[src/rtl/wall_texv_stepper_pkg.sv]
// Shared definitions for the wall texture-coordinate stepper: line geometry,
// the Q6.STEP_FRAC texture-row format, region and state encodings, ROM target widths.
package wall_texv_stepper_pkg;

    localparam int VIEW_WIDTH_DEF = 640;
    localparam int STEP_FRAC_DEF  = 10;
    localparam int CNT_BITS_DEF   = 10;

    // Texture ROM address fields
    localparam int TEX_ROW_BITS  = 6;
    localparam int TEX_COL_BITS  = 6;
    localparam int TEX_WTID_BITS = 2;
    localparam int TEXV_BITS_DEF = TEX_ROW_BITS + STEP_FRAC_DEF;

    typedef enum logic [1:0] {
        REGION_NONE  = 2'd0,
        REGION_CEIL  = 2'd1,
        REGION_WALL  = 2'd2,
        REGION_FLOOR = 2'd3
    } region_t;

    typedef enum logic [1:0] {
        ST_IDLE  = 2'd0,
        ST_CEIL  = 2'd1,
        ST_WALL  = 2'd2,
        ST_FLOOR = 2'd3
    } state_t;

    function automatic region_t state_region(input state_t st);
        case (st)
            ST_CEIL:  return REGION_CEIL;
            ST_WALL:  return REGION_WALL;
            ST_FLOOR: return REGION_FLOOR;
            default:  return REGION_NONE;
        endcase
    endfunction

endpackage

[src/rtl/wall_texv_stepper_texv_accum.sv]
// Fixed-point texture-row accumulator: loads the start offset, steps per wall
// pixel with natural wrap, and exposes the integer row field.
module texv_accum
    import wall_texv_stepper_pkg::*;
#(
    parameter int STEP_FRAC = STEP_FRAC_DEF
) (
    input  logic                            clk,
    input  logic                            rst,
    input  logic                            load,
    input  logic [TEX_ROW_BITS+STEP_FRAC-1:0] load_val,
    input  logic                            step_en,
    input  logic [TEX_ROW_BITS+STEP_FRAC-1:0] step,
    output logic [TEX_ROW_BITS-1:0]         row
);

    logic [TEX_ROW_BITS+STEP_FRAC-1:0] acc_reg;

    // Wrapping mod 2^(6+STEP_FRAC) makes rows repeat every 64.
    always_ff @(posedge clk or posedge rst) begin
        if (rst) begin
            acc_reg <= '0;
        end else if (load) begin
            acc_reg <= load_val;
        end else if (step_en) begin
            acc_reg <= acc_reg + step;
        end
    end

    assign row = acc_reg[TEX_ROW_BITS+STEP_FRAC-1:STEP_FRAC];

endmodule

[src/rtl/wall_texv_stepper.sv]
// Per-line texture-coordinate generator: classifies each pixel of a traced line
// as ceiling/wall/floor and presents side/wtid/col/row to the wall texture ROM.
module wall_texv_stepper
    import wall_texv_stepper_pkg::*;
#(
    parameter int VIEW_WIDTH = VIEW_WIDTH_DEF,
    parameter int STEP_FRAC  = STEP_FRAC_DEF,
    parameter int CNT_BITS   = CNT_BITS_DEF
) (
    input  logic                  clk,
    input  logic                  reset,
    input  logic                  line_start,
    input  logic                  pixel_en,
    input  logic                  in_side,
    input  logic [1:0]            in_wtid,
    input  logic [5:0]            in_col,
    input  logic [CNT_BITS-1:0]   wall_height,
    input  logic [6+STEP_FRAC-1:0] texv_step,
    input  logic [6+STEP_FRAC-1:0] texv_init,
    output logic                  tex_side,
    output logic [1:0]            tex_wtid,
    output logic [5:0]            tex_col,
    output logic [5:0]            tex_row,
    output logic                  wall_en,
    output logic [1:0]            region,
    output logic                  out_valid,
    output logic                  line_done
);

    localparam logic [CNT_BITS-1:0] VW = CNT_BITS'(VIEW_WIDTH);

    state_t                  state_reg, state_next;
    logic [CNT_BITS-1:0]     pix_reg, pix_next, pix_inc;
    logic [CNT_BITS-1:0]     wall_top_reg, wall_end_reg;
    logic                    has_wall_reg;
    logic [6+STEP_FRAC-1:0]  step_reg;
    logic                    side_reg;
    logic [1:0]              wtid_reg;
    logic [5:0]              col_reg;
    logic [5:0]              row_reg, row_next;
    logic                    wall_en_reg, wall_en_next;
    region_t                 region_reg, region_next;
    logic                    valid_reg, valid_next;
    logic                    done_reg, done_next;

    logic [CNT_BITS-1:0]     h_clamp, h_eff, wall_top, wall_end;
    logic                    acc_step;
    logic [5:0]              acc_row;

    // Wall span bounds for the incoming line; a missing wall leaves an even ceiling/floor split.
    always_comb begin
        h_clamp  = (wall_height > VW) ? VW : wall_height;
        h_eff    = (in_wtid == 2'd0) ? '0 : h_clamp;
        wall_top = (VW - h_eff) >> 1;
        wall_end = wall_top + h_eff;
    end

    assign pix_inc = pix_reg + CNT_BITS'(1);

    always_comb begin
        state_next   = state_reg;
        pix_next     = pix_reg;
        row_next     = row_reg;
        wall_en_next = wall_en_reg;
        region_next  = region_reg;
        valid_next   = 1'b0;
        done_next    = 1'b0;
        acc_step     = 1'b0;

        if (line_start) begin
            pix_next = '0;
            if (wall_top != '0) begin
                state_next = ST_CEIL;
            end else if (h_eff != '0) begin
                state_next = ST_WALL;
            end else begin
                state_next = ST_FLOOR;
            end
        end else if (pixel_en && state_reg != ST_IDLE) begin
            valid_next   = 1'b1;
            pix_next     = pix_inc;
            region_next  = state_region(state_reg);
            wall_en_next = (state_reg == ST_WALL);
            if (state_reg == ST_WALL) begin
                row_next = acc_row;
                acc_step = 1'b1;
            end
            // End of line takes precedence over any region boundary.
            if (pix_inc == VW) begin
                state_next = ST_IDLE;
                pix_next   = '0;
                done_next  = 1'b1;
            end else begin
                case (state_reg)
                    ST_CEIL: if (pix_inc == wall_top_reg)
                        state_next = has_wall_reg ? ST_WALL : ST_FLOOR;
                    ST_WALL: if (pix_inc == wall_end_reg)
                        state_next = ST_FLOOR;
                    default: ;
                endcase
            end
        end
    end

    always_ff @(posedge clk or posedge reset) begin
        if (reset) begin
            state_reg    <= ST_IDLE;
            pix_reg      <= '0;
            wall_top_reg <= '0;
            wall_end_reg <= '0;
            has_wall_reg <= 1'b0;
            step_reg     <= '0;
            side_reg     <= 1'b0;
            wtid_reg     <= '0;
            col_reg      <= '0;
            row_reg      <= '0;
            wall_en_reg  <= 1'b0;
            region_reg   <= REGION_NONE;
            valid_reg    <= 1'b0;
            done_reg     <= 1'b0;
        end else begin
            state_reg   <= state_next;
            pix_reg     <= pix_next;
            row_reg     <= row_next;
            wall_en_reg <= wall_en_next;
            region_reg  <= region_next;
            valid_reg   <= valid_next;
            done_reg    <= done_next;
            if (line_start) begin
                wall_top_reg <= wall_top;
                wall_end_reg <= wall_end;
                has_wall_reg <= (h_eff != '0);
                step_reg     <= texv_step;
                side_reg     <= in_side;
                wtid_reg     <= in_wtid;
                col_reg      <= in_col;
            end
        end
    end

    texv_accum #(
        .STEP_FRAC (STEP_FRAC)
    ) u_texv_accum (
        .clk      (clk),
        .rst      (reset),
        .load     (line_start),
        .load_val (texv_init),
        .step_en  (acc_step),
        .step     (step_reg),
        .row      (acc_row)
    );

    assign tex_side  = side_reg;
    assign tex_wtid  = wtid_reg;
    assign tex_col   = col_reg;
    assign tex_row   = row_reg;
    assign wall_en   = wall_en_reg;
    assign region    = region_reg;
    assign out_valid = valid_reg;
    assign line_done = done_reg;

endmodule

[config.mk]
export PLATFORM = sky130hd
export DESIGN_NAME = wall_texv_stepper
export DESIGN_NICKNAME = d
export VERILOG_FILES = /design/src/rtl/wall_texv_stepper_pkg.sv /design/src/rtl/wall_texv_stepper_texv_accum.sv /design/src/rtl/wall_texv_stepper.sv
export SDC_FILE = /design/constraint.sdc
export NUM_CORES = 1
export LEC_CHECK = 0
export CORE_UTILIZATION = 56
export CTS_CLUSTER_SIZE = 30
export DETAILED_ROUTE_END_ITERATION = 10
export HOLD_SLACK_MARGIN = 0.03
export PLACE_DENSITY = 0.91
export REMOVE_ABC_BUFFERS = 1
export SYNTH_ARGS = -nofsm -noshare
export SYNTH_HDL_FRONTEND = slang
export SYNTH_HIERARCHICAL = 1
export SYNTH_SLANG_ARGS = --single-unit
[constraint.sdc]
create_clock -name clk -period 3 [get_ports clk]
set_input_delay 0.3 -clock clk [delete_from_list [all_inputs] [get_ports clk]]
set_output_delay 0.3 -clock clk [all_outputs]
set_load 0.005 [all_outputs]
# --- Yosys cells after proc, flatten, opt, wreduce, memory -nomap -nowiden ---
# Cells that the tools add are included.
word_totals:
  ff_bits: 84
  input_bits: 55
  output_inout_bits: 20
  wordCells: 65
classes:
  n_addsub: 4
  magnitude_cmp: 1
  eq_ne: 8
  n_mux: 25
  n_bitwise: 1
  n_reduce_logical: 11
op_table:
  columns: ["cell", "count"]
  rows:
  - ["$mux W10", 5]
  - ["$mux W16", 2]
  - ["$reduce_bool A10 Y1", 2]
  - ["$add A16 B16 Y16", 1]
  - ["$mux W2", 6]
  - ["$add A10 B1 Y10 const B", 1]
  - ["$add A9 B10 Y10", 1]
  - ["$eq A10 B10 Y1", 1]
  - ["$eq A10 B10 Y1 const B", 1]
  - ["$eq A10 B9 Y1", 1]
  - ["$gt A10 B10 Y1 const B", 1]
  - ["$mux W1", 10]
  - ["$sub A10 B10 Y10 const A", 1]
  - ["$pmux W2 S3", 1]
  - ["$reduce_bool A2 Y1", 3]
  - ["$eq A2 B2 Y1 const B", 2]
  - ["$ne A4 B2 Y1 const B", 1]
  - ["$ne A4 B4 Y1 const B", 1]
  - ["$pmux W2 S2", 1]
  - ["$reduce_and A4 Y1", 1]
  - ["$reduce_bool A4 Y1", 1]
  - ["$reduce_and A3 Y1", 1]
  - ["$eq A2 B1 Y1 const B", 1]
  - ["$logic_not A2 Y1", 1]
  - ["other kinds (3)", 3]

# --- Logic depth before layout (Yosys ltp) ---
# Gate-level depths: netlist of the first run.
logic_depth:
  ltp_word: 7
  mapped_depth: 16

# --- Hierarchy ---
# The synthesis of the first run kept the hierarchy.
modules_own_cells:
  columns: ["mod", "instances", "cells_per_inst", "area_each_um2", "seq_area_each_um2"]
  rows:
  - ["wall_texv_stepper", 1, 435, 4199.0, 1701.6]
  - ["texv_accum", 1, 180, 1541.5, 400.4]

# --- Least setup slack after synthesis of the first run ---
# OpenSTA, ideal clock, no wires.
synth_path:
  kind: "input to register"
  from: "in wall_height[0]"
  to: "reg wall_end_reg[9]"
  setup_time_ns: 0.125
  arrival_ns: 3.375
  slack_ns: -0.500
  stages: 16
  cell_sequence: "or4_4 -> buf_6 -> o31a_1 -> nor2_4 -> nand2_1 -> ha_1 -> clkbuf_1 -> a2bb2oi_1 -> nand2_1 -> mux2i_1 -> ha_1 -> nor2_1 -> a41oi_2 -> a31oi_1 -> xor2_1 -> mux2_4"
synth_via:
  elab_chain_len: 5
synth_lines:
  columns: ["item", "line_no", "rtl"]
  rows:
  - ["start: declaration", "wall_texv_stepper.sv:17", "input logic [CNT_BITS-1:0] wall_height,"]
  - ["$gt A10 B10 Y1", "wall_texv_stepper.sv:52", "h_clamp = (wall_height > VW) ? VW : wall_height;"]
  - ["$mux W10 (*)", "wall_texv_stepper.sv:52", null]
  - ["$mux W10 (*)", "wall_texv_stepper.sv:53", "h_eff = (in_wtid == 2'd0) ? '0 : h_clamp;"]
  - ["$sub A10 B10 Y10 (*)", "wall_texv_stepper.sv:54", "wall_top = (VW - h_eff) >> 1;"]
  - ["named net wall_top[7]", "wall_texv_stepper.sv:46", "logic [CNT_BITS-1:0] h_clamp, h_eff, wall_top, wall_end;"]
  - ["$add A9 B10 Y10 (*)", "wall_texv_stepper.sv:55", "wall_end = wall_top + h_eff;"]
  - ["end signal: assignment", "wall_texv_stepper.sv:131", "wall_end_reg <= wall_end;"]
  - ["end: declaration", "wall_texv_stepper.sv:34", "logic [CNT_BITS-1:0] wall_top_reg, wall_end_reg;"]
# The timed path passes the listed nets; every way through them passes the cells marked *.
# A chain may end at the register's enable or synchronous reset.

# --- Final worst setup path of the first run ---
layout_path:
  from: "in wall_height[1]"
  to: "reg wall_end_reg[9]"
# The elaborated chain is that of the path after synthesis.

==> results.md, run 1 <==
* # DRC at 0
* Worst Setup Start Kind: primary input
* Last element of the critical path: wall_end_reg[9]
* Core area at 9860 um2
* Pwr/cell area at 465 nW/um2
* Fin crit share at 101%
* Max Cap Violations at 0
* Unrepaired setup endpoints after global routing: true
* Combinational Power Share at 33.3%
* Die height at 103 um
* Layout cells sized above 1 at 22.4%
* Max Freq at 0.331 GHz
* Synth area leaders: dfrtp_1 37%, mux2_2 7.5%, ha_1 4.8%
* Congestion Overflow GR at 0
* Final core occ at 72.6%
* Sequential power share at 41.7%
* Port buffer count at 74
* Initial antenna violation count at 0
* Top Ports at 75
* Worst r2r path cells at 8
* DPL Wire Length at 11.1 mm
* Main flop type after synthesis: dfrtp_1
* Routability Congestion at 0.973
* Worst Setup SP: wall_height[1]
* Status: finished, violations left
* Max-slew violation count at 0
* Failing checks: negative setup slack
* Layout Nets at 792
* Drt total wl at 16.0 mm
* CTS root buffer: clkbuf_8
* DRT Pass-1 Iters at 7
* Total CTS buffers at 9
* H-tree depth at 3
* Post-synth EDFFs at 0
* Arrival @ worst endpoint at 3.26 ns
* WL/cell at 18.8 um
* Initial detailed-routing violation count at 390
* Worst Setup Path Type: primary input to flip-flop
* Switch share at 33.0%
* Setup slack, reg-to-reg at 0.28 ns
* Row cnt at 36
* Dpl cells at 830
* Asr flop ratio synth at 100%
* Kind of end point of the critical path: flip-flop
* VDD IR max at 274 uV
* Actual slew at the worst max-slew pin at 0.870 ns
* Max Root-Sink Buffers at 2
* Psw at 0.00110 W
* Clk Latency, worst-skew pair at 0.36 ns
* Synth Warn # at 6
* Slack of the critical path at -0.0229 ns
* Worst R2R Start: step_reg[0]
* Total global-route track usage at 30.8%
* Total leakage power at 3.05 nW
* Clock power share at 24.9%
* Worst-path maximum fanout at 6
* Crit path time final at 3.02 ns
* Post-Syn Instances at 615
* Worst Hold Class: primary input to flip-flop
* Reg clk slew, reported paths at 0.10 ns
* Area fraction of the dominant cell type after synthesis at 36.6%
* Die ar. at 10700 um2
* Syn Area/Cell at 9.33 um2
* Die Span X at 103 um
* Finish-stage setup viols at 1
* Via/cell ratio at 6.29
* Number of global-route vias before repair at 5301
* ANT cells at 0
* Netlist cell types at 86
* Final ANT Viol Nets at 0
* Int Power at 0.00223 W
* Sequential fraction of the synthesis area at 36.6%
* Sink Count at 84
* First-pass GRT wire length at 25.3 mm
* Reg2reg end: u_texv_accum/acc_reg[8]
* Non-filler cells, final at 852
* WP data required at 3.24 ns
* Hold Vio Cnt, Final at 0
* Initial Utilization at 58.2%
* Final Skew at 0.0163 ns
* Synthesized flop and latch total at 84
* Maximum number of pins on one net before global-route repair at 69
* Rel. slew slack at 42.0%
* Mapped Area at 5740 um2
* Post-synth top area cell: dfrtp_1
* CTS tree: built
* Via count at 5360
* Area Growth Syn to Fin at 24.7%
metal layers:
layer	share of wire (%)	vias up	track usage, %	wire length [um]
li1	-	2443	-	-
met1	41	2563	39.5	6500
met2	49	300	51.2	7820
met3	7.8	54	5.44	1250
met4	2.7	0	13.4	429
met5	0	-	0	0
synth_stat cells (11+ instances only):
cell	instances
a21oi_1	34
xnor2_1	17
o21ai_0	32
xor2_1	18
ha_1	22
nand2_1	48
nand4_1	12
or3_1	11
inv_1	21
clkbuf_1	22
dfrtp_1	84
o21ai_1	16
nand3_1	18
nor2_1	38
mux2_2	38
cell families after synthesis:
family                     synth area share, %
AOI/OAI and AO/OA                         19.7
and+or+nand+nor                           18.4
xor gates and xnor gates                  5.34
muxes                                     9.11
adders and majority gates                 5.14
DFF                                       36.6
buffers and inverters                     5.67
power by group through the flow:
stage / Combinational [W] / Clock [W] / Sequential (W)
detailed placement: 0.00102 / 0 / 0.00141
floorplan: 0.000601 / 0 / 0.00138
global route: 0.00120 / 0.000880 / 0.00140
CTS: 0.00106 / 0.000836 / 0.00139
global placement: 0.000976 / 0 / 0.00140
finish: 0.00111 / 0.000830 / 0.00139
area by class of cell:
| class | count | area, um2 |
|---|---|---|
| Clock inverter | 5 | 61.3 |
| Inverter | 21 | 78.8 |
| Timing Repair Buffer | 131 | 1150 |
| Tap cell | 133 | 166 |
| Multi-Input combinational cell | 467 | 3460 |
| Fill cell | 647 | 2710 |
| Clock buffer | 11 | 131 |
| Sequential cell | 84 | 2100 |
worst max-delay path, stage by stage:
cell	delay [ns]
buf_6	0.09
or4_4	0.52
o31a_1	0.35
nor2_4	0.15
nand2_2	0.10
ha_4	0.19
or3b_4	0.25
o21ai_4	0.06
mux2i_4	0.20
ha_4	0.28
nor2_2	0.04
a41oi_2	0.18
a31oi_1	0.12
xor2_1	0.16
mux2_4	0.26
worst min path at each step:
stage / from / cells after the start / end / slack (ns)
floorplan: reset / 1 / u_texv_accum/acc_reg[0] / 0.21
global placement: wall_en / 1 / wall_en / 0.46
detailed placement: region[0] / 2 / region[0] / 0.47
CTS: line_start / 2 / pix_reg[3] / 0.29
global route: line_start / 2 / pix_reg[3] / 0.32
finish: line_start / 2 / pix_reg[2] / 0.31
metrics by stage:
step	cell area, um2	total power, W	TNS [ns]	setup slack, ns	hold slack [ns]
2_1_floorplan	5490	0.00198	-1.48	-0.401	0.214
3_3_place_gp	6780	0.00237	-4.96	-0.686	0.461
3_5_place_dp	6780	0.00243	-6.37	-0.832	0.470
4_1_cts	7080	0.00329	-0.0288	-0.0288	0.294
5_1_grt	7160	0.00348	-0.204	-0.0732	0.317
6_report	7160	0.00333	-0.0229	-0.0229	0.307
placed cells by master (no fill, tap or decap), types with 15 or more instances in the layout:
cell type and instances:
a21oi_1 34, buf_4 57, clkdlybuf4s50_1 63, dfrtp_1 84, ha_1 19, inv_1 18, mux2_2 38, nand2_1 46
nand3_1 18, nor2_1 34, o21ai_0 31, o21ai_1 15, xnor2_1 17, xor2_1 18
timing repair:
item | 4_1_cts | 5_1_grt
buffers inserted | 6 | 1
gates resized for setup | 38 | 18
setup endpoints to repair | 9 | 9
hold buffers | 0 | 0
pin swaps | 16 | 18
hold endpoints to repair | 0 | 0
Note: power is estimated with default switching activity, not from simulation.
==> run 2: changes to the inputs <==
CORE_UTILIZATION = 55   (was 56)
SYNTH_HIERARCHICAL = default   (was 1)
==> run 2 against run 1 <==
Effect of this change: the run now ends clean; worst setup slack better by 0.074 ns; combinational power is 4% higher; maximum frequency is 2.5% higher; final cell count is 8.2% lower; total power is 0.29% higher; count of clock-buffer cells in the layout is 2 lower; die area is 7.3% lower; first-iteration DRC count is 44% lower; flip-flop and latch count stayed put; sequential power hardly changed; clock skew is 0.0016 ns higher; critical endpoint is now wall_end_reg[8]; largest power group unchanged.
==> results.md, run 2 <==
* Number of global-route vias before repair at 4626
* Most frequent cells in the layout: 84 x dfrtp_1, 63 x buf_4, 62 x clkdlybuf4s50_1
* Drt total wl at 12.8 mm
* Initial antenna violation count at 0
* Port buffer count at 74
* DPL Wire Length at 9.02 mm
* CTS tree: built
* Worst Setup Path Type: primary input to flip-flop
* # DRC at 0
* Most common cell after layout, fill and taps aside: dfrtp_1
* Layout cells sized above 1 at 24.1%
* Asr flop ratio synth at 100%
* Non-filler cells, final at 782
* Worst stage delay on the critical path at 0.50 ns
* Layout Nets at 744
* Cell with the most instances after synthesis: dfrtp_1
* VDD IR max at 317 uV
* Slowest cell on the critical path: or4b_4
* Routability Congestion at 0.872
* Psw at 0.00110 W
* Max Cap Violations at 0
* Actual slew at the worst max-slew pin at 0.648 ns
* Max Freq at 0.339 GHz
* Post-Syn Instances at 541
* Status: finished, final reports clean
* Worst-path maximum fanout at 4
* Finish-stage setup viols at 0
* WP data required at 3.25 ns
* Sequential power share at 42.7%
* Area Growth Syn to Fin at 29.5%
* Die Span X at 99.4 um
* Total CTS buffers at 9
* Clk Latency, worst-skew pair at 0.36 ns
* Syn Area/Cell at 9.64 um2
* Mapped Area at 5220 um2
* Pwr/cell area at 494 nW/um2
* Total leakage power at 2.95 nW
* Dpl cells at 747
* Row cnt at 35
* Clock power share at 22.7%
* Setup slack, reg-to-reg at 0.24 ns
* Synth area leaders: dfrtp_1 40%, mux2_2 9.3%, ha_1 5.3%
* WL/cell at 16.4 um
* Rel. slew slack at 56.2%
* Compound-Gate Fraction of Synth Area at 14.2%
* Kind of end point of the critical path: flip-flop
* Final ANT Viol Nets at 0
* Reg clk slew, reported paths at 0.10 ns
* Post-synth top area cell: dfrtp_1
* Initial Utilization at 56.7%
* Synthesized flop and latch total at 84
* Max-slew violation count at 0
* Initial detailed-routing violation count at 217
* Sequential fraction of the synthesis area at 40.3%
* H-tree depth at 3
* Netlist cell types at 59
* Post-synth EDFFs at 0
* Die height at 99.4 um
* Main flop type after synthesis: dfrtp_1
* DRT Pass-1 Iters at 7
* Final Skew at 0.0179 ns
* Top Ports at 75
* Worst Setup Start Kind: primary input
* Area fraction of the dominant cell type after synthesis at 40.3%
* Area of the multi-input gates at 3050 um2
* Sink Count at 84
* Unrepaired setup endpoints after global routing: true
* ANT cells at 0
* Proportion of synthesized area in mux cells at 11.2%
* Synth top cells by count: 84 x dfrtp_1, 49 x nand2_1, 43 x mux2_2
* First-pass GRT wire length at 20.7 mm
* Max Root-Sink Buffers at 2
* Fin crit share at 98.3%
* Adder-Cell Fraction of Synth Area at 5.66%
* Hold Vio Cnt, Final at 0
* Total global-route track usage at 26.4%
* Xor and xnor area share after synthesis at 8.56%
* Via/cell ratio at 5.84
* Crit path time final at 2.95 ns
* Post-synthesis simple-gate area fraction at 16.9%
* Switch share at 32.9%
* CTS root buffer: clkbuf_8
* Synth Warn # at 0
* Sequential Area at 2100 um2
* # fillers at 621
* Via count at 4569
* Maximum number of pins on one net before global-route repair at 53
* Core area at 9200 um2
* Arrival @ worst endpoint at 3.20 ns
* Congestion Overflow GR at 0
* Int Power at 0.00224 W
* WHS at 0.198 ns
* Die ar. at 9880 um2
* Worst Hold Class: primary input to flip-flop
* Combinational Power Share at 34.6%
* Combinational family with the most area after synthesis: simple AND/OR/NAND/NOR gates
* Crit path cell chain: buf_8 -> nor3_4 -> nand3_2 -> a31oi_1 -> buf_4 -> nand2_4 -> ha_4 -> or4b_4 -> a21oi_4 -> o32ai_4 -> a221oi_4 -> a211oi_4 -> o21bai_2 -> xor2_1 -> mux2_4
## run 2: path summary, 6_finish.rpt
check	endpoint	startpoint	cells past startpoint
worst max-delay path	wall_end_reg[8]	wall_height[2]	15
worst min-delay path	tex_wtid[1]	in_wtid[1]	2
worst max register to register	u_texv_accum.acc_reg[14]	step_reg[0]	11
worst min register to register	wall_end_reg[3]	wall_end_reg[3]	1
max in group asynchronous	wall_top_reg[1]	reset	3
min in group asynchronous	tex_col[0]	reset	2
## run 2: critical path: cells and delay by family
kind                     cells  cell delay, ns
AO/OA/AOI/OAI                6            1.21
XOR/XNOR                     1            0.08
adder cells (fa/ha/maj)      1            0.18
AND/OR/NAND/NOR              4            0.88
multiplexers                 1            0.26
buffers and inverters        2            0.27
## run 2: per-layer routing
layer  up-vias  track usage [%]  part of all wire [%]
met2       157             49.9                    54
met3        35             4.85                   4.4
li1       2162                -                     -
met1      2215             29.2                    40
met5         -                0                     0
met4         0             10.3                   2.4
## run 2: per-stage QoR
stage	setup TNS, ns	util, %	power, W	cell area, um2	setup WS (ns)
after floorplan	-4.39	-	0.00207	5120	-0.786
after global placement	-3.70	69.1	0.00246	6350	-0.694
after detailed placement	-4.51	69.1	0.00253	6350	-0.804
after CTS	0	72.8	0.00332	6700	0.00776
after global routing	-0.0609	73.5	0.00352	6760	-0.0516
final	0	73.5	0.00334	6760	0.0510
## run 2: kinds of logic after synthesis
kind of cell	count (synthesis)
DFF	84
buffers and inverters	43
AOI/OAI and AO/OA	111
muxes	53
adders and majority gates	23
xor gates and xnor gates	51
and+or+nand+nor	176
## run 2: what timing repair did
action / 4_1_cts / 5_1_grt
resized for setup: 30 / 31
setup buffers: 17 / 3
pin swaps: 18 / 21
hold buffers: 0 / 0
setup endpoints to repair: 6 / 5
## run 2: power groups by stage
stage | logic [W] | registers, W | clock network (W)
3_3_place_gp | 0.00104 | 0.00143 | 0
5_1_grt | 0.00125 | 0.00144 | 0.000827
2_1_floorplan | 0.000651 | 0.00142 | 0
3_5_place_dp | 0.00109 | 0.00144 | 0
4_1_cts | 0.00113 | 0.00142 | 0.000768
6_report | 0.00115 | 0.00142 | 0.000758
## run 2: final cells by class
| cell class | instances | share of cell area [%] |
|---|---|---|
| Multi-Input combinational cell | 414 | 45.1 |
| Sequential cell | 84 | 31.1 |
| Timing Repair Buffer | 138 | 17.8 |
| Tap cell | 111 | 2.06 |
| Clock buffer | 9 | 1.83 |
| Inverter | 19 | 1.11 |
| Clock inverter | 7 | 0.944 |
==> run 3: changes to the inputs <==
MAX_ROUTING_LAYER = met4   (was default)
==> run 3 against run 2 <==
Effect of this change: the flow now finishes with violations (negative setup slack); die area did not move; total power rose by 0.26%; clock power fell by 4.9%; critical path type unchanged; critical endpoint unchanged; largest power group unchanged.
==> results.md, run 3 (synthesis results as in run 2) <==
* CTS root buffer: clkbuf_8
* Non-filler cells, final at 790
* DR WL met3 at 566 um
* Metal1 wirelength at 5.24 mm
* Number of global-route vias before repair at 4616
* Row cnt at 35
* WL/cell at 16.9 um
* Worst Setup Path Type: primary input to flip-flop
* Worst Hold Class: primary input to flip-flop
* Max Cap Violations at 0
* Maximum number of pins on one net before global-route repair at 56
* Max Root-Sink Buffers at 2
* Final Skew at 0.0138 ns
* Finish-stage setup viols at 4
* Layout Nets at 753
* Crit path time final at 3.07 ns
* VDD IR max at 238 uV
* First-pass GRT wire length at 21.4 mm
* CTS tree: built
* Slack of the critical path at -0.0701 ns
* # DRC at 0
* Hold EP: tex_wtid[1]
* Core area at 9200 um2
* H-tree depth at 3
* Pwr/cell area at 485 nW/um2
* WHS at 0.216 ns
* DRT Pass-1 Iters at 4
* Drt total wl at 13.4 mm
* ANT cells at 0
* WP data required at 3.25 ns
* DPL Wire Length at 9.09 mm
* Top sig layer: met4
* Via/cell ratio at 5.77
* Worst r2r path cells at 11
* Setup slack, reg-to-reg at 0.24 ns
* Met2 routed WL at 7.14 mm
* Area Growth Syn to Fin at 32.3%
* Die height at 99.4 um
* Reg2reg end: u_texv_accum.acc_reg[14]
* Actual slew at the worst max-slew pin at 0.936 ns
* Top Ports at 75
* Initial Utilization at 56.7%
* Worst R2R Start: step_reg[0]
* Most frequent cells in the layout: 84 x dfrtp_1, 72 x buf_4, 61 x clkdlybuf4s50_1
* Die Span X at 99.4 um
* Most common cell after layout, fill and taps aside: dfrtp_1
* Clk Latency, worst-skew pair at 0.36 ns
* Status: finished, violations left
* Kind of end point of the critical path: flip-flop
* Min-Delay Path Depth at 2
* Sink Count at 84
* Port buffer count at 74
* Failing checks: negative setup slack
* Unrepaired setup endpoints after global routing: true
* Max Freq at 0.326 GHz
* Routability Congestion at 0.905
* Rel. slew slack at 37.5%
* Hold path startpoint: in_wtid[1]
* Total leakage power at 3.01 nW
* Die ar. at 9880 um2
* Worst Setup Start Kind: primary input
* Reg clk slew, reported paths at 0.09 ns
* Initial antenna violation count at 0
* Total CTS buffers at 9
* Total global-route track usage at 28.3%
* Max-slew violation count at 0
* Layout cells sized above 1 at 26.2%
* # fillers at 590
* Final ANT Viol Nets at 0
* Hold Vio Cnt, Final at 0
* Congestion Overflow GR at 0
* Fin crit share at 102%
* Dpl cells at 750
* Worst-path maximum fanout at 3
* Initial detailed-routing violation count at 203
* Arrival @ worst endpoint at 3.32 ns
* Via count at 4562
* Worst Setup SP: wall_height[8]
==> run 3: cell types whose count changed in the layout (fill, tap and decap cells not counted), sizes merged <==
cell	change
buf	+11
clkbuf	-3
clkdlybuf4s15	+1
clkdlybuf4s50	-1
clkinv	-4
clkinvlp	+2
dlygate4sd2	+1
inv	+1
==> run 3: through the flow <==
step	setup WS (ns)	instance area (um2)	setup TNS [ns]	total power [W]	util, %
finish	-0.0701	6900	-0.109	0.00334	75.0
floorplan	-0.786	5120	-4.39	0.00207	-
global route	-0.115	6900	-0.424	0.00353	75.0
global placement	-0.701	6360	-3.87	0.00247	69.2
CTS	0.00283	6770	0	0.00330	73.6
detailed placement	-0.830	6360	-4.58	0.00254	69.2
==> run 3: routing by layer <==
metal / global-route usage, % / vias to the layer above
li1: - / 2175
met1: 29.9 / 2222
met2: 52.3 / 130
met3: 5.34 / 35
met4: 11.0 / 0
met5: - / -
==> run 3: worst max path at each step <==
stage | endpoint | slack, ns | cells after the start
after global routing | wall_end_reg[8] | -0.11 | 19
after detailed placement | wall_end_reg[8] | -0.83 | 17
final | wall_end_reg[8] | -0.07 | 19
after global placement | wall_end_reg[8] | -0.70 | 17
after CTS | wall_end_reg[9] | 0.003 | 16
after floorplan | wall_end_reg[8] | -0.79 | 13
==> run 3: power by group <==
part           internal (W)  total [W]  switching [W]
Clock              0.000303   0.000721       0.000419
Sequential          0.00130    0.00142       0.000125
Combinational      0.000648    0.00120       0.000551
Total               0.00225    0.00334        0.00109
==> run 3: cell type report <==
cell class              count  area, um2  share of cell area (%)
clock buffers               9        124                    1.80
clock inverters             6       48.8                   0.707
inverters                  19       75.1                    1.09
multi-input cells         414       3140                    45.5
flip-flops and latches     84       2100                    30.5
well taps                 111        139                    2.01
repair buffers            147       1270                    18.4
==> run 3: timing repair <==
| item | in CTS | in global routing |
|---|---|---|
| hold buffers | 0 | 0 |
| endpoints found under the setup margin | 6 | 5 |
| buffers inserted | 20 | 5 |
| resized for setup | 53 | 28 |
| pin swaps | 20 | 24 |
==> run 3: critical path, cell delays in order <==
cell and delay, ns:
dlygate4sd2_1 0.28, nand2_2 0.10, nand2_4 0.07, buf_4 0.13, buf_4 0.12, buf_4 0.12
buf_4 0.13, buf_4 0.13, buf_4 0.12, buf_4 0.12, buf_4 0.13, a31o_4 0.22
nor2_4 0.12, ha_4 0.22, and3_4 0.17, a211oi_4 0.28, o21bai_2 0.11, xor2_1 0.19
mux2_4 0.26
==> RTL change 1: new RTL, flow settings as in run 2 <==
Change the package constant `STEP_FRAC_DEF` from 10 to 11.
--- a/src/rtl/wall_texv_stepper_pkg.sv
+++ b/src/rtl/wall_texv_stepper_pkg.sv
@@ -3,7 +3,7 @@
 package wall_texv_stepper_pkg;
 
     localparam int VIEW_WIDTH_DEF = 640;
-    localparam int STEP_FRAC_DEF  = 10;
+    localparam int STEP_FRAC_DEF  = 11;
     localparam int CNT_BITS_DEF   = 10;
 
     // Texture ROM address fields
Interface: changed (resized texv_init and texv_step); port bits go from 75 to 77. The function was not compared with the original's and may differ.
==> RTL change 1 against run 2 <==
- sequential cell count grew 2
- hold slack worse by 0.021 ns
- worst setup slack worse by 0.036 ns
- clock power grew 9.5%
- global-route usage is 3.3 points higher
- synthesized area grew 4.9%
- wire length up 14%
- first-iteration DRC count up 28%
- highest routed layer unchanged
- combinational power increased by 15%
- power increased by 9.1%
- count of clock-buffer cells in the layout up 3
- via count rose by 8.9%
- cell area up 4.8%
==> RTL change 1: results (changes against run 2) <==
CTS
  – Total CTS buffers: 9 (unchanged)
  – Post-CTS Resized: 42 (+40%)
  – H-tree depth reported by CTS: 3 (unchanged)
  – Worst-Skew Late Latency: 0.36 ns (about the same)
  – Setup Fix Bufs, Post-CTS: 4 (-13)
  – CTS root buffer: clkbuf_8

Drt
  – Initial DRC count: 278 (+28%)
  – Drt first pass iters: 5 (-2)
  – Avg WL per Cell: 17.5 um (+6.8%)
  – Average via count per standard cell: 5.95 (+1.8%)

Global route
  – Largest net degree at the start of global routing: 71 (+34%)
  – Initial antenna violation count: 0 (unchanged)
  – First-pass GRT wire length: 23900 um (+16%)
  – Gr usage total: 0.297 (+0.0329)
  – Vias in the first global route: 5153 (+11%)

Worst setup path
  – Worst EP arrival: 3.26 ns (+0.06 ns)
  – Crit-path slowest cell: or4_4
  – Reg2reg path depth: 9 (-2)
  – Worst path top cell family by delay: simple AND/OR/NAND/NOR gates
  – Crit Reg-Reg Endpoint: state_reg[1]
  – Setup crit start: wall_height[5]
  – CP max stage delay: 0.44 ns (-0.06 ns)
  – Worst Setup EP: wall_end_reg[9]
  – Setup Crit Path Kind: input pin to flop
  – Worst Path Max Fanout: 3 (-1)
  – Worst r2r src: pix_reg[0]

Synth
  – Sequential share of the synthesized area: 0.393 (-0.00973)
  – Syn Area/Cell: 9.42 sq um (-2.3%)
  – Post-synth top cells: dfrtp_1 (86), nand2_1 (48), mux2_2 (45)
  – Yosys reg bits: 86 (+2.4%)
  – Largest cells by area after synthesis: dfrtp_1 (39%), mux2_2 (9.3%), ha_1 (5.7%)
  – Synth cell types: 61 (+3.4%)

Layout
  – Nets: 783 (+5.2%)
  – Sequential share of cell area: 0.304 (-0.00728)
  – Multi-input comb cells: 444 (+7.2%)
  – Clock buf/inv share: 0.0281 (+0.000309)
  – Nonclk buf count: 137 (-0.72%)
  – Inverter count: 22 (+3)
  – Fillers: 650 (+4.7%)
  – Fraction of area in multi-input gates: 0.459 (+0.00817)
  – Layout cells sized above 1: 0.219 (-0.0227)
  – Fin cells: 837 (+7.0%)
  – # clk buffers: 12 (+3)
  – Inserted Diodes: 0 (unchanged)
  – Signal buffers share of area: 0.173 (-0.00487)

Power
  – Net Sw Frac: 0.323 (-0.00602)
  – Net Switching: 1.18 mW (+7.1%)
  – P_leak: 3.11 nW (+5.4%)
  – P_comb: 1.32 mW (+15%)
  – VDD IR-drop max: 0.337 mV (+6.6%)
  – Sequential share of power: 0.409 (-0.018)

Placement
  – I/O Buffers: 76 (+2.7%)
  – Hpwl dp: 10300 um (+15%)
  – Placer Congestion: 0.892 (+2.4%)
  – Placed insts: 814 (+9.0%)

STA
  – Final Skew: 0.0111 ns (-0.00679 ns)
  – Worst Hold Slack: 0.176 ns (-0.0213 ns)
  – Slew at the pin with the worst max-slew slack: 0.835 ns (+0.187 ns)

Hold path
  – HP Class: input pin to asynchronous set/reset pin

Outcome
  – Status: complete, no violations
[RTL change 1: metal layers]
| metal | GRT usage | share of wire |
|---|---|---|
| met4 | 0.154 | 0.032 |
| met1 | 0.329 | 0.39 |
| met5 | 0 | 0 |
| met3 | 0.0531 | 0.053 |
| met2 | 0.542 | 0.53 |
[RTL change 1: through the flow]
| stage | instance area, sq um | worst slack, ns | utilization | TNS [ns] |
|---|---|---|---|---|
| after floorplan | 5350 | -0.658 | - | -2.25 |
| after global placement | 6700 | -0.676 | 0.689 | -3.24 |
| after detailed placement | 6700 | -0.964 | 0.689 | -5.06 |
| after CTS | 7020 | 0.00222 | 0.721 | 0 |
| after global routing | 7080 | -0.0981 | 0.728 | -0.165 |
| final | 7080 | 0.0151 | 0.728 | 0 |
[RTL change 1: cells by family after synthesis]
family	share of synthesized area
compound gates	0.163
xor+xnor	0.0816
fa+ha+maj	0.0608
buf+inv	0.0370
flops	0.393
mux	0.107
simple gates	0.157
==> RTL change 2: new RTL, flow settings as in run 2 <==
Made on the original files. Take the reset off `pix_reg` and load it in a clocked block of its own.
--- a/src/rtl/wall_texv_stepper.sv
+++ b/src/rtl/wall_texv_stepper.sv
@@ -105,7 +105,6 @@
     always_ff @(posedge clk or posedge reset) begin
         if (reset) begin
             state_reg    <= ST_IDLE;
-            pix_reg      <= '0;
             wall_top_reg <= '0;
             wall_end_reg <= '0;
             has_wall_reg <= 1'b0;
@@ -120,7 +119,6 @@
             done_reg     <= 1'b0;
         end else begin
             state_reg   <= state_next;
-            pix_reg     <= pix_next;
             row_reg     <= row_next;
             wall_en_reg <= wall_en_next;
             region_reg  <= region_next;
@@ -136,6 +134,10 @@
                 col_reg      <= in_col;
             end
         end
+    end
+
+    always_ff @(posedge clk) begin
+        pix_reg <= pix_next;
     end
 
     texv_accum #(
Function: no difference found for any inputs over 4 cycles, from zero or initial values and one cycle with reset high; that may be too few to reach the edited logic, so the function may still have changed.
==> RTL change 2 against run 2 <==
- synthesized area is 5.0% higher
- non-clock buffer count down 7
- clock skew is 0.0070 ns lower
- power rose by 6.0%
- worst setup slack improved by 0.025 ns
- sequential cell count is the same
- fmax increased by 0.87%
- critical path depth decreased by 1
- register-to-register slack worse by 0.04 ns
- utilization fell by 1.7 points
- wire length grew 12%
- sequential share of layout area is 1.7 points lower
- cell area increased by 3.3%
==> RTL change 2: results (changes against run 2) <==
Layout
  – Signal buffers share of area: 0.166 (-0.0122)
  – Nonclk buf count: 131 (-5.1%)
  – Nets: 777 (+4.4%)
  – Fraction of area in multi-input gates: 0.473 (+0.0217)
  – Inverter count: 20 (+1)
  – Layout cells sized above 1: 0.202 (-0.0397)

Placement
  – Hpwl dp: 10400 um (+16%)
  – Setup Slack @ Placement: -0.886 ns (-0.0821 ns)
  – Placed insts: 815 (+9.1%)

Synth
  – Post-Synth Adder-Cell Area: 0.0539 (-0.00268)
  – Sequential share of the synthesized area: 0.375 (-0.0282)
  – Synth Area in Compound Gates: 0.187 (+0.0452)
  – Post-synthesis xor/xnor area fraction: 0.0829 (-0.00268)
  – Post-synth top cells: dfrtp_1 (74), nand2_1 (61), o21ai_0 (36)
  – Asr flop ratio synth: 0.881 (-0.119)

Drt
  – Drt first pass iters: 5 (-2)
  – Initial DRC count: 220 (+1.4%)
  – Average via count per standard cell: 6.06 (+3.7%)

CTS
  – Setup Fix Bufs, Post-CTS: 5 (-12)

Worst setup path
  – Reg-to-reg setup timing slack: 0.20 ns (-0.04 ns)
  – CP max stage delay: 0.35 ns (-0.15 ns)
  – Worst EP arrival: 3.18 ns (-0.02 ns)
  – Crit Reg-Reg Endpoint: state_reg[0]
  – Worst Path Max Fanout: 14 (+10)
  – Crit-path slowest cell: or3b_1
  – Worst path top cell family by delay: simple AND/OR/NAND/NOR gates

Global route
  – Vias in the first global route: 5244 (+13%)
  – First-pass GRT wire length: 24000 um (+16%)
  – GR Util met1: 0.338 (+0.0462)
  – Gr usage total: 0.297 (+0.0332)

Power
  – Net Sw Frac: 0.320 (-0.00945)

STA
  – Worst Hold Slack: 0.325 ns (+0.127 ns)

Outcome
  – Status: complete, no violations

Floorplan
  – Rows: 36 (+2.9%)
==> RTL change 2: cell count changes in the layout (fill, tap and decap cells not counted), sizes merged, moves of 6 or more <==
| cell | delta |
|---|---|
| nand2 | +12 |
| dfrtp | -10 |
| dfxtp | +10 |
| xor2 | -10 |
| mux2 | -9 |
| buf | -8 |
| o211ai | +8 |
| nor2 | -6 |
==> RTL change 2: metal layers <==
metal,share of wire,routed length [um],vias up
met3,0.065,932,59
met5,0,0,-
met2,0.51,7320,229
met1,0.39,5520,2420
met4,0.036,522,0
li1,-,-,2362
==> RTL change 2: worst max path at each step <==
| stage | slack (ns) | cells past startpoint | to |
|---|---|---|---|
| 2_1_floorplan | -0.87 | 15 | wall_end_reg[8] |
| 3_3_place_gp | -0.68 | 16 | wall_end_reg[8] |
| 3_5_place_dp | -0.89 | 16 | wall_end_reg[8] |
| 4_1_cts | 0.008 | 13 | wall_end_reg[8] |
| 5_1_grt | -0.06 | 16 | wall_end_reg[8] |
| 6_report | 0.08 | 14 | wall_end_reg[8] |
